==> src/rtl/btn_press_decoder.sv <==
// btn_press_decoder: classifies debounced button gestures into short, long/repeat and double-click pulses.
module btn_press_decoder #(
    parameter int CNT_W      = 16,
    parameter int LONG_TICKS = 1000,
    parameter int DBL_GAP    = 300,
    parameter int RPT_TICKS  = 200
) (
    input  logic       clk_i,
    input  logic       rst_1,
    input  logic       sw_state_i,
    input  logic       sw_down_i,
    input  logic       sw_up_i,
    output logic       short_o,
    output logic       long_o,
    output logic       repeat_o,
    output logic       double_o,
    output logic       busy_o,
    output logic [7:0] press_cnt_o
);
    typedef enum logic [2:0] {IDLE, PRESS1, LONG_HOLD, WAIT2, PRESS2} state_t;

    localparam logic [CNT_W-1:0] LONG_END = CNT_W'(LONG_TICKS - 1);
    localparam logic [CNT_W-1:0] DBL_END  = CNT_W'(DBL_GAP - 1);
    localparam logic [CNT_W-1:0] RPT_END  = CNT_W'(RPT_TICKS - 1);

    state_t           state, state_nxt;
    logic [CNT_W-1:0] cnt, cnt_nxt;
    logic             short_nxt, long_nxt, repeat_nxt, double_nxt;
    logic             dn, rel;

    // simultaneous down/up edges are illegal and dropped; a low level still counts as release
    assign dn  = sw_down_i & ~sw_up_i;
    assign rel = (sw_up_i & ~sw_down_i) | ~sw_state_i;

    always_comb begin
        state_nxt  = state;
        cnt_nxt    = cnt + 1'b1;
        short_nxt  = 1'b0;
        long_nxt   = 1'b0;
        repeat_nxt = 1'b0;
        double_nxt = 1'b0;
        case (state)
            IDLE: begin
                cnt_nxt = '0;
                if (dn) state_nxt = PRESS1;
            end
            PRESS1: begin
                if (rel) begin
                    state_nxt = WAIT2;
                    cnt_nxt   = '0;
                end else if (cnt == LONG_END) begin
                    long_nxt  = 1'b1;
                    state_nxt = LONG_HOLD;
                    cnt_nxt   = '0;
                end
            end
            LONG_HOLD: begin
                if (rel) begin
                    state_nxt = IDLE;
                    cnt_nxt   = '0;
                end else if (cnt == RPT_END) begin
                    repeat_nxt = 1'b1;
                    cnt_nxt    = '0;
                end
            end
            WAIT2: begin
                if (dn) begin
                    state_nxt = PRESS2;
                    cnt_nxt   = '0;
                end else if (cnt == DBL_END) begin
                    short_nxt = 1'b1;
                    state_nxt = IDLE;
                    cnt_nxt   = '0;
                end
            end
            PRESS2: begin
                if (rel) begin
                    double_nxt = 1'b1;
                    state_nxt  = IDLE;
                    cnt_nxt    = '0;
                end else if (cnt == LONG_END) begin
                    short_nxt = 1'b1;
                    long_nxt  = 1'b1;
                    state_nxt = LONG_HOLD;
                    cnt_nxt   = '0;
                end
            end
            default: begin
                state_nxt = IDLE;
                cnt_nxt   = '0;
            end
        endcase
    end

    always_ff @(posedge clk_i or posedge rst_1) begin
        if (rst_1) begin
            state       <= IDLE;
            cnt         <= '0;
            short_o     <= 1'b0;
            long_o      <= 1'b0;
            repeat_o    <= 1'b0;
            double_o    <= 1'b0;
            busy_o      <= 1'b0;
            press_cnt_o <= '0;
        end else begin
            state       <= state_nxt;
            cnt         <= cnt_nxt;
            short_o     <= short_nxt;
            long_o      <= long_nxt;
            repeat_o    <= repeat_nxt;
            double_o    <= double_nxt;
            busy_o      <= state_nxt != IDLE;
            press_cnt_o <= press_cnt_o + 8'(dn);
        end
    end
endmodule

==> config.mk <==
export PLATFORM = sky130hd
export DESIGN_NAME = btn_press_decoder
export DESIGN_NICKNAME = d
export VERILOG_FILES = /design/src/rtl/btn_press_decoder.sv
export SDC_FILE = /design/constraint.sdc
export NUM_CORES = 1
export LEC_CHECK = 0
export CAP_MARGIN = 20
export CORE_UTILIZATION = 40
export DETAILED_ROUTE_END_ITERATION = 8
export PLACE_DENSITY = 0.7
export SLEW_MARGIN = 25
export SYNTH_ARGS = -nofsm -noshare
export SYNTH_HDL_FRONTEND = slang
export SYNTH_SLANG_ARGS = --single-unit
==> constraint.sdc <==
create_clock -name clk_i -period 4.1 [get_ports clk_i]
set_input_delay 0.41 -clock clk_i [delete_from_list [all_inputs] [get_ports clk_i]]
set_output_delay 0.41 -clock clk_i [all_outputs]
set_load 0.01 [all_outputs]
==> out/qor.yml, run 1 <==
synth_compound_area_share_pct: 11.9
hold_path_class: "register to register"
cap_violations: 0
grtUsageMet1_pct: 24.7
synth_area_um2: 1650
multiInputGateArea_um2: 803
r2r_setup_slack_ns: 1.74
cp-start-kind: "register"
synth_edf_count: 0
synth_top_area_share_pct: 48.5
yosysSeqAreaShare_pct: 48.5
htree_levels: 2
crit_arrival_ns: 2.48
top_usage_layer: "met2"
grt_pass1_vias: 1374
cp_cell_sequence: "or4_4 -> or4_4 -> a22oi_4 -> a22oi_1"
grt_overflow: 0
fillers: 339
clock_sinks: 32
die_area_um2: 4390
endpoint_kind: "register"
postCtsHoldBufs: 0
fin_area_um2: 1940
synth_common_cells: "dfrtp_1, a21oi_1, nand3_1, nand4_1, xor2_1"
use_met2_pct: 31.3
antenna_cells: 0
yosysUniqueCellTypes: 42
area_growth_pct: 17.7
postSynth.asyncResetShare_pct: 100
place.detailed.hpwl_um: 2530
slew_viol_final: 0
reg2reg_depth: 4
detail-route-antenna-nets: 0
ys_seq_elements: 32
synth_nets: 168
avgSynthCellArea_um2: 10.3
cp_max_fo: 16
final_nets: 186
synth_top_area_cell: "dfrtp_1"
drt_iter0_markers: 155
p_per_area_nw_per_um2: 475
worst-path-stages: 4
timing.fmax_mhz: 424
die_h_um: 66.2
initial_core_util_pct: 43.4
synth_top_family_by_area: "simple AND/OR/NAND/NOR gates"
vias: 1306
finalHoldViolations: 0
worst_skew_pair.late_latency_ns: 0.29
leakage_nw: 0.805
synth_most_common_cell: "dfrtp_1"
ctsResizeCount: 0
outcome: "completed"
setup_viol: 0
dpl-instance-area_um2: 1850
routedWlPerCell_um: 15.6
synthXorXnorAreaFrac_pct: 8.49
ff_latch_area_um2: 801
ys.flop_type: "dfrtp_1"
clk_path_buf_depth: 2
clk_pin_slew_ns: 0.07
drt-vias-per-instance: 5.75
io_buffers: 17
grt_pass1_wl_um: 6420
postCtsSetupRepairBufs: 0
cts-root-buf: "clkbuf_8"
first_pass_iters: 4
max_slew.worst_pin.slew_ns: 0.643
slew_headroom_pct: 57.0
critPathMostFrequentCell: "or4_4"
grt_use_met3_pct: 5.34
min_period_ns: 2.36
critical_path_buf_inv_count: 0
finalSetupTns_ns: 0
drive_gt1_share_pct: 8.94
crit_family: "simple AND/OR/NAND/NOR gates"
ios: 18
core_um2: 3800
rows: 22
drc: 0
die_w_um: 66.2
crit_slowest_cell: "or4_4"
synth_simple_gate_area_share_pct: 26.0
cts_tree: "built"
cts-buffers-inserted: 5
clock_skew_ns: 0.00557
max_stage_delay_ns: 0.58
grt_use_total_pct: 19.4
grt_max_degree: 18
antenna_found_initial: 0
synthMuxAreaShare_pct: 0
required_ns: 4.22
totalWireLength_um: 3550
irDropWorstVdd_v: 0.000263
ys_top_cells_by_area: "dfrtp_1, xor2_1, a21oi_1"
synthAdderAreaFrac_pct: 2.27
grt_setup_unrepaired: "false"
critPathKind: "register to register"
finalCritPeriodShare_pct: 57.5
hold_path_depth: 1
synthCells: 160
yosysWarnings: 0
place.gp.congestion: 0.900
-- metal layers --
layer / wire, µm / share of wire, % / vias to the layer above
li1: - / - / 628
met2: 1730 / 49 / 30
met1: 1620 / 46 / 644
met4: 31 / 0.87 / 0
met5: 0 / 0 / -
met3: 169 / 4.8 / 4
-- worst reg2reg max path, cell delays in order (launching register included) --
cell,delay (ns)
dfrtp_1,0.43
or4_4,0.55
or4_4,0.58
a22oi_4,0.44
a22oi_1,0.19
-- report_power, final --
part / internal [mW] / switching (mW)
Clock: 0.137 / 0.114
Sequential: 0.367 / 0.0547
Combinational: 0.123 / 0.127
Total: 0.627 / 0.295
-- cell usage in the layout (no fill, tap or decap), types with 4 or more instances in the layout --
cell	Yosys	final
nand3_1	10	10
nand2_1	7	7
and3_1	5	5
clkbuf_8	0	6
dfrtp_1	32	32
nor2_1	8	8
nand2b_1	4	4
a22oi_1	4	4
xor2_1	9	9
a21oi_1	13	13
xnor2_1	7	7
nand4_1	9	9
clkdlybuf4s50_1	0	17
nor4_1	4	4
-- registers in the layout, summed over array words and instances, names as in the netlist --
register and count:
busy_o 1, long_o 1, double_o 1, state 3, press_cnt_o 8, short_o 1
cnt 16, repeat_o 1
-- final timing paths --
check,to,from
setup / recovery,cnt[13],cnt[12]
hold / removal,cnt[0],cnt[0]
setup reg to reg,cnt[13],cnt[12]
hold reg to reg,cnt[0],cnt[0]
max in group asynchronous,cnt[0],rst_1
min in group asynchronous,repeat_o,rst_1
-- logic make-up after synthesis --
kind of cell / count (synthesis)
AND/OR/NAND/NOR: 70
flip-flops: 32
AO/OA/AOI/OAI: 29
XOR/XNOR: 16
buffers and inverters: 10
adder cells (fa/ha/maj): 3
-- per-stage QoR --
step	setup slack [ns]	hold slack, ns	utilization (%)	total power, mW	std cells
2_1_floorplan	2.02	0.420	-	0.575	160
3_3_place_gp	1.85	0.437	48.8	0.664	219
3_5_place_dp	1.77	0.441	48.8	0.677	219
4_1_cts	1.78	0.450	51.2	0.930	227
5_1_grt	1.66	0.480	51.2	0.976	227
6_report	1.74	0.445	51.2	0.922	227
-- layout make-up --
class / instances / share of cell area, %
multi-input combinational: 118 / 41.3
clock buffer: 8 / 4.64
sequential: 32 / 41.2
timing repair buffer: 18 / 9.14
tap: 48 / 3.09
inverter: 3 / 0.580
No activity file was read; power rests on OpenSTA's default activity.
==> run 2: changes to the inputs <==
- clock period: 4.1 -> 2.4 ns (I/O delays scaled with it)
==> run 2 against run 1 <==
Critical path depth stayed put. Register-to-register slack worse by 1.6 ns. Via count is 0.23% higher. Sequential power is 72% higher. Highest routed layer unchanged. First-iteration DRC count stayed put. Critical endpoint is now cnt[1]. Wire length is 7.4% lower. Combinational power is 69% higher.
==> out/qor.yml, run 2 (synthesis gave the netlist of run 1 again) <==
ctsResizeCount: 0
routedWlPerCell_um: 14.4
combPwrFrac_pct: 24.8
max_stage_delay_ns: 0.57
vias: 1309
detail-route-antenna-nets: 0
p_per_area_nw_per_um2: 857
ios: 18
place.gp.congestion: 0.882
grt_use_total_pct: 17.8
drive_gt1_share_pct: 11.0
setup_viol: 0
hold_path_class: "primary input to asynchronous set/reset pin"
grt_setup_unrepaired: "false"
grt_pass1_vias: 1281
cp_max_fo: 16
die_h_um: 66.2
fin_area_um2: 1990
clk_path_buf_depth: 2
fillers: 335
die_w_um: 66.2
slew_headroom_pct: 66.5
r2r_end: "cnt[1]"
core_um2: 3800
io_buffers: 17
postCtsHoldBufs: 0
netSwitchingFraction_pct: 29.2
cts-root-buf: "clkbuf_8"
postCtsSetupRepairBufs: 0
grt_pass1_wl_um: 5820
clk_pin_slew_ns: 0.07
biggestRegsByFlops: "cnt (16), press_cnt_o (8), state (3)"
rows: 22
finalHoldViolations: 0
outcome: "completed"
dpl-instance-area_um2: 1870
r2r_start: "cnt[12]"
reg2reg_depth: 4
r2r_setup_slack_ns: 0.12
critPathMostFrequentCell: "or4_4"
htree_levels: 2
finalSetupTns_ns: 0
final_common_cell: "dfrtp_1"
slew_viol_final: 0
cp-start-kind: "register"
cts-buffers-inserted: 5
largest-register: "cnt"
clock_skew_ns: 0.00702
layout_common_cells: "dfrtp_1, clkdlybuf4s50_1, a21oi_1, nand3_1"
max_slew.worst_pin.slew_ns: 0.502
required_ns: 2.54
irDropWorstVdd_v: 0.000470
final_nets: 188
grt_max_degree: 33
endpoint_kind: "register"
p_switching_uw: 499
crit_slowest_cell: "or4_4"
p_seq_share_pct: 42.4
crit_arrival_ns: 2.42
p_int_mw: 1.21
area_growth_pct: 20.8
antenna_found_initial: 0
cts_tree: "built"
critPathKind: "register to register"
place.detailed.hpwl_um: 2320
largest_reg_flops: 16
cp_cell_sequence: "or4_4 -> or4_4 -> a22oi_4 -> a21boi_0"
leakage_nw: 0.833
timing.fmax_mhz: 439
clock_sinks: 32
min_period_ns: 2.28
finalCritPeriodShare_pct: 94.9
cap_violations: 0
drc: 0
totalWireLength_um: 3290
drt_iter0_markers: 155
worst_skew_pair.late_latency_ns: 0.29
power_frac_clock_pct: 32.8
grt_overflow: 0
first_pass_iters: 4
antenna_cells: 0
drt-vias-per-instance: 5.72
die_area_um2: 4390
initial_core_util_pct: 43.4
-- run 2: changes by cell type in the layout (fill, tap and decap cells not counted), sizes merged --
cell	delta
clkbuf	-1
bufinv	+1
buf	+2
-- run 2: area by class of cell --
type / count / area, µm² / area share, %
clock buffers: 7 / 96.3 / 4.83
clock inverters: 1 / 30.0 / 1.51
inverters: 3 / 11.3 / 0.565
multi-input cells: 118 / 803 / 40.3
flip-flops and latches: 32 / 801 / 40.2
well taps: 48 / 60.1 / 3.01
repair buffers: 20 / 193 / 9.66
-- run 2: worst max path at each step --
| stage | cells past startpoint | slack, ns | endpoint | start |
|---|---|---|---|---|
| 5_1_grt | 4 | 0.03 | cnt[1] | cnt[13] |
| 3_5_place_dp | 4 | 0.13 | cnt[1] | cnt[12] |
| 6_report | 4 | 0.12 | cnt[1] | cnt[12] |
| 2_1_floorplan | 4 | 0.32 | state[1] | cnt[12] |
| 4_1_cts | 4 | 0.11 | cnt[1] | cnt[12] |
| 3_3_place_gp | 4 | 0.19 | cnt[14] | cnt[12] |
-- run 2: worst max-delay path, delay by kind of cell (launching register included) --
family	cells	cell delay, ns
DFF	1	0.42
AOI/OAI and AO/OA	2	0.58
and+or+nand+nor	2	1.12
-- run 2: through the flow --
stage | worst slack (ns) | hold slack (ns) | utilization [%] | instances | total power, mW
floorplan | 0.319 | 0.356 | - | 160 | 0.983
global placement | 0.187 | 0.432 | 49.2 | 221 | 1.14
detailed placement | 0.128 | 0.455 | 49.2 | 221 | 1.16
CTS | 0.106 | 0.354 | 52.5 | 229 | 1.73
global route | 0.0319 | 0.381 | 52.5 | 229 | 1.80
finish | 0.121 | 0.339 | 52.5 | 229 | 1.71
-- run 2: per-layer routing --
metal / GRT usage [%] / part of all wire [%] / up-vias
met5: 0 / 0 / -
met4: 7.98 / 1.9 / 0
met3: 5.00 / 3.9 / 7
met2: 29.0 / 48 / 31
met1: 21.8 / 46 / 637
li1: - / - / 634
-- run 2: power by group through the flow --
stage	logic (mW)	clock network, mW	registers [mW]
floorplan	0.252	0	0.731
global placement	0.417	0	0.724
detailed placement	0.428	0	0.734
CTS	0.431	0.577	0.723
global route	0.469	0.595	0.738
finish	0.423	0.560	0.725
